**src/rtl/i2c_ack_monitor.sv**
```systemverilog
// Passive observer of an I2C register-init sequence: tracks START/STOP framing,
// checks acks and device address, and reports a pass/fail verdict once init ends.
module i2c_ack_monitor #(
    parameter logic [7:0] DEV_ADDR        = 8'h34,
    parameter int         NUM_FRAMES      = 10,
    parameter int         BYTES_PER_FRAME = 3
) (
    input  logic        i_clk,
    input  logic        i_rst,
    input  logic        i_scl,
    input  logic        i_sda,
    input  logic        i_oen,
    input  logic        i_init_finished,
    output logic        o_nack,
    output logic [3:0]  o_frame_cnt,
    output logic [23:0] o_last_word,
    output logic [2:0]  o_err_code,
    output logic        o_done,
    output logic        o_pass
);

    typedef enum logic [1:0] {
        S_IDLE,
        S_BIT,
        S_WAIT_STOP,
        S_DONE
    } state_t;

    localparam logic [3:0] NUM_FRAMES_C = 4'(NUM_FRAMES);
    localparam logic [3:0] LAST_BYTE    = 4'(BYTES_PER_FRAME - 1);

    localparam logic [2:0] ERR_NONE    = 3'd0;
    localparam logic [2:0] ERR_NACK    = 3'd1;
    localparam logic [2:0] ERR_OEN     = 3'd2;
    localparam logic [2:0] ERR_ADDR    = 3'd3;
    localparam logic [2:0] ERR_TRUNC   = 3'd4;
    localparam logic [2:0] ERR_OVFL    = 3'd5;
    localparam logic [2:0] ERR_MISSING = 3'd6;

    state_t      state_reg;
    logic        scl_prev_reg;
    logic        sda_prev_reg;
    logic [3:0]  bit_cnt_reg;
    logic [3:0]  byte_cnt_reg;
    logic [23:0] shift_reg;

    logic        start_det;
    logic        stop_det;
    logic        scl_rise;
    logic        ack_slot;
    logic        nack_next;
    logic [2:0]  raise_code;

    // Bus conditions are only meaningful while SCL is held high across two samples.
    assign start_det = scl_prev_reg & i_scl & sda_prev_reg & ~i_sda;
    assign stop_det  = scl_prev_reg & i_scl & ~sda_prev_reg & i_sda;
    assign scl_rise  = ~scl_prev_reg & i_scl;
    assign ack_slot  = (state_reg == S_BIT) && scl_rise && (bit_cnt_reg == 4'd8);
    assign nack_next = ack_slot && !i_oen && i_sda;

    always_comb begin
        raise_code = ERR_NONE;
        case (state_reg)
            S_IDLE: begin
                if (i_init_finished) begin
                    if (o_frame_cnt < NUM_FRAMES_C)
                        raise_code = ERR_MISSING;
                end else if (start_det && (o_frame_cnt >= NUM_FRAMES_C)) begin
                    raise_code = ERR_OVFL;
                end
            end
            S_BIT: begin
                if (start_det || stop_det) begin
                    raise_code = ERR_TRUNC;
                end else if (ack_slot) begin
                    if (i_oen)
                        raise_code = ERR_OEN;
                    else if (i_sda)
                        raise_code = ERR_NACK;
                    else if ((byte_cnt_reg == 4'd0) && (shift_reg[7:0] != DEV_ADDR))
                        raise_code = ERR_ADDR;
                end
            end
            S_WAIT_STOP: begin
                if (start_det)
                    raise_code = ERR_TRUNC;
            end
            default: raise_code = ERR_NONE;
        endcase
    end

    always_ff @(posedge i_clk) begin
        if (i_rst) begin
            state_reg    <= S_IDLE;
            scl_prev_reg <= 1'b1;
            sda_prev_reg <= 1'b1;
            bit_cnt_reg  <= 4'd0;
            byte_cnt_reg <= 4'd0;
            shift_reg    <= 24'd0;
            o_nack       <= 1'b0;
            o_frame_cnt  <= 4'd0;
            o_last_word  <= 24'd0;
            o_err_code   <= ERR_NONE;
            o_done       <= 1'b0;
            o_pass       <= 1'b0;
        end else begin
            scl_prev_reg <= i_scl;
            sda_prev_reg <= i_sda;
            o_nack       <= nack_next;

            // Only the first fault is kept; it is the one worth debugging.
            if ((o_err_code == ERR_NONE) && (raise_code != ERR_NONE))
                o_err_code <= raise_code;

            case (state_reg)
                S_IDLE: begin
                    if (i_init_finished) begin
                        state_reg <= S_DONE;
                        o_done    <= 1'b1;
                        o_pass    <= (o_err_code == ERR_NONE) && (o_frame_cnt == NUM_FRAMES_C);
                    end else if (start_det) begin
                        bit_cnt_reg  <= 4'd0;
                        byte_cnt_reg <= 4'd0;
                        state_reg    <= S_BIT;
                    end
                end
                S_BIT: begin
                    if (start_det) begin
                        bit_cnt_reg  <= 4'd0;
                        byte_cnt_reg <= 4'd0;
                    end else if (stop_det) begin
                        state_reg <= S_IDLE;
                    end else if (scl_rise) begin
                        if (bit_cnt_reg < 4'd8) begin
                            shift_reg   <= {shift_reg[22:0], i_sda};
                            bit_cnt_reg <= bit_cnt_reg + 4'd1;
                        end else begin
                            bit_cnt_reg  <= 4'd0;
                            byte_cnt_reg <= byte_cnt_reg + 4'd1;
                            if (byte_cnt_reg == LAST_BYTE)
                                state_reg <= S_WAIT_STOP;
                        end
                    end
                end
                S_WAIT_STOP: begin
                    if (stop_det) begin
                        o_last_word <= shift_reg;
                        if (o_frame_cnt != 4'hF)
                            o_frame_cnt <= o_frame_cnt + 4'd1;
                        state_reg <= S_IDLE;
                    end else if (start_det) begin
                        bit_cnt_reg  <= 4'd0;
                        byte_cnt_reg <= 4'd0;
                        state_reg    <= S_BIT;
                    end
                end
                S_DONE: begin
                    state_reg <= S_DONE;
                end
                default: state_reg <= S_IDLE;
            endcase
        end
    end

endmodule

```
**config.mk**
```make
export PLATFORM = sky130hd
export DESIGN_NAME = i2c_ack_monitor
export DESIGN_NICKNAME = d
export VERILOG_FILES = /design/src/rtl/i2c_ack_monitor.sv
export SDC_FILE = /design/constraint.sdc
export NUM_CORES = 1
export LEC_CHECK = 0
export ABC_AREA = 1
export CORE_MARGIN = 2
export CORE_UTILIZATION = 45
export CTS_BUF_LIST = sky130_fd_sc_hd__clkbuf_16
export CTS_CLUSTER_SIZE = 30
export DETAILED_ROUTE_END_ITERATION = 7
export GPL_TIMING_DRIVEN = 0
export PLACE_DENSITY = 0.68
export SLEW_MARGIN = 10
export SYNTH_ARGS = -nofsm -noshare
export SYNTH_HDL_FRONTEND = slang
export SYNTH_SLANG_ARGS = --single-unit
```
**constraint.sdc**
```tcl
create_clock -name i_clk -period 2.7 [get_ports i_clk]
set_input_delay 0.54 -clock i_clk [delete_from_list [all_inputs] [get_ports i_clk]]
set_output_delay 0.54 -clock i_clk [all_outputs]
set_load 0.02 [all_outputs]
```
==> results.cfg <==
[global_route]
grt_pass1_wl_um = 11600
use_met3_pct = 3.83
grt_use_total_pct = 19.7
grt_use_met2_pct = 31.0
top_usage_layer = met2
overflow = 0
antenna_found_initial = 0
first_global_vias = 2597
grt_max_degree = 12
grtUsageMet1_pct = 26.4

[run_status]
outcome = finished, final reports clean

[placed_design]
hpwl_um = 4370
place_worst_setup_slack_ns = 0.432
dpl.cell_count = 486
place.port_buffers = 38
gp_congestion = 0.869

[sta]
fin_crit_sh_pct = 71.4
clock_skew_ns = 0.00505
layout_setup_ws_ns = 0.771
drv_slew = 0
fin_crit_ns = 1.93
hold_ws_ns = 0.456
grt_setup_unrepaired = false
finalSetupViolations = 0
slew_headroom_pct = 67.2
hold_viol = 0
worst_pin_slew_ns = 0.492
fin_setup_tns_ns = 0
fmax_mhz = 518

[setup_path]
r2r-start = state_reg[0]
arrival_ns = 2.15
crit_path_max_incr_delay_ns = 0.51
path_cells = clkdlybuf4s50_1, inv_2, nor3_4, inv_2, nor2_8, inv_1, buf_2, nor2_1, nor2_1
cp_slowest_cell = clkdlybuf4s50_1
worst-path-stages = 9
crit_fanout = 10
endpoint = o_last_word[17]
crit_start = i_sda
crit_path_end_kind = flop
rr_worst_depth = 6
path_delay_family = buffers and inverters
path_buf_inv = 5
critPathRequiredTime_ns = 2.92
cp-start-kind = input port
reg2reg_to = shift_reg[7]
reg2reg_slack_ns = 1.11
worstSetupPathType = input port to flop

[final_layout]
fin_cells = 502
layout_common_cells = dfxtp_1, nand2_1, a21oi_1
layout_commonest_cell = dfxtp_1
drive_above_1_share_pct = 9.88
fin_nets = 433
fin_util_pct = 58.9
diodes = 0
area_delta_synth_final_pct = 27.7

[synthesis]
synth.distinct_cells = 34
synthFlopType = dfxtp_1
syn_avg_cell_area_sq_um = 7.85
ys_seq_elements = 70
syn-num-nets = 384
syn_area_sq_um = 2910
async_reset_ff_share_pct = 0
synth_warnings = 0
synth_seq_area_share_pct = 48.1
synth_edf_count = 0
netlist_instances = 371

[clock_network]
cts_tree = built
cts_resized = 0
cts_root_buf = clkbuf_16
cts_buffer_depth = 2
cts_hold_buffers = 0
post_cts_buffers = 0
htree_levels = 3
clock_sinks = 70
cts_made_buffers = 9
cts.clk_slew.worst_paths_ns = 0.06
insertion_delay_ns = 0.32

[flow_run]
drv_cap = 0

[die]
die_w_um = 84.5
die_height_um = 84.5
rows = 29
io_pins = 40
die-area_sq_um = 7130
core_sq_um = 6310
initial_utilization_pct = 46.1

[routing]
wl_per_cell_um = 12.8
drt-total-wl_um = 6430
ant_nets = 0
first_pass_iters = 4
via_per_inst = 5.16
dr.first_iter.drc_count = 203
vias = 2592
route.detailed.drc = 0

[pwr]
p_per_area_nw_per_um2 = 693
vdd_drop_max_uv = 430
leakagePower_nw = 1.51

[hold_path]
hold_class = flop to flop
[cells in the mapped netlist (2+ instances only)]
cell      instances  area (sq um)
nand3b_1          2          15.0
nand3_1          24           120
nor3_1            8          40.0
nor2_4            2          22.5
ha_1              7          87.6
o21ai_0          37           185
a211oi_1          2          15.0
nand2_1          49           184
nand2_4           2          22.5
clkbuf_1          8          30.0
nor2_1           40           150
buf_2             8          40.0
inv_1            36           135
dfxtp_1          70          1400
inv_2             6          22.5
nand2_2           2          12.5
a21oi_1          44           220
nand4_1           2          12.5
o21ai_1           6          30.0
nor3b_2           2          25.0
[worst min-delay path by stage]
| stage | cells after the start | from | to | slack, ns |
|---|---|---|---|---|
| floorplan | 2 | shift_reg[23] | o_last_word[23] | 0.43 |
| global placement | 2 | shift_reg[23] | shift_reg[23] | 0.45 |
| detailed placement | 2 | shift_reg[23] | o_last_word[23] | 0.45 |
| CTS | 2 | shift_reg[23] | o_last_word[23] | 0.46 |
| global route | 2 | shift_reg[23] | o_last_word[23] | 0.49 |
| finish | 2 | shift_reg[23] | o_last_word[23] | 0.46 |
[final cells by class]
class / instances / area (sq um)
Multi-Input combinational cell: 243 / 1280
Tap cell: 77 / 96.3
Inverter: 42 / 158
Clock buffer: 9 / 225
Timing Repair Buffer: 38 / 380
Fill cell: 573 / 2590
Buffer: 16 / 70.1
Sequential cell: 70 / 1400
Clock inverter: 7 / 105
[per-stage QoR]
step                area [sq um]  total power [mW]
floorplan                   2910              1.23
global placement            3390              1.29
detailed placement          3390              1.29
CTS                         3720              2.59
global route                3720              2.67
finish                      3720              2.58
[layer usage]
layer / up-vias / share of wire (%) / wire length, um
met5: - / 0 / 0
met4: 0 / 1.9 / 119
met3: 13 / 4.5 / 289
met2: 67 / 46 / 2950
met1: 1192 / 48 / 3070
li1: 1320 / - / -
[power by group]
part           internal (mW)  switching, mW  leakage [nW]
clock network          0.889          0.418         0.167
logic                 0.0682          0.127         0.773
registers               1.06         0.0183         0.566
[worst reg2reg max path, cell delays in order (launching register included)]
cell and delay, ns:
dfxtp_1 0.45, nand2_4 0.12, nor2_4 0.22, nand2_1 0.22
buf_2 0.24, o21ai_0 0.17, a21oi_1 0.06
[logic make-up (layout without fill, tap and decap cells)]
group / after synthesis / in the layout / share of synthesized area (%)
and+or+nand+nor: 141 / 141 / 23.5
adders and majority gates: 7 / 7 / 3.01
AOI/OAI and AO/OA: 95 / 95 / 17.6
buffers and inverters: 58 / 112 / 7.82
DFF: 70 / 70 / 48.1
(Power assumes the default switching activity.)
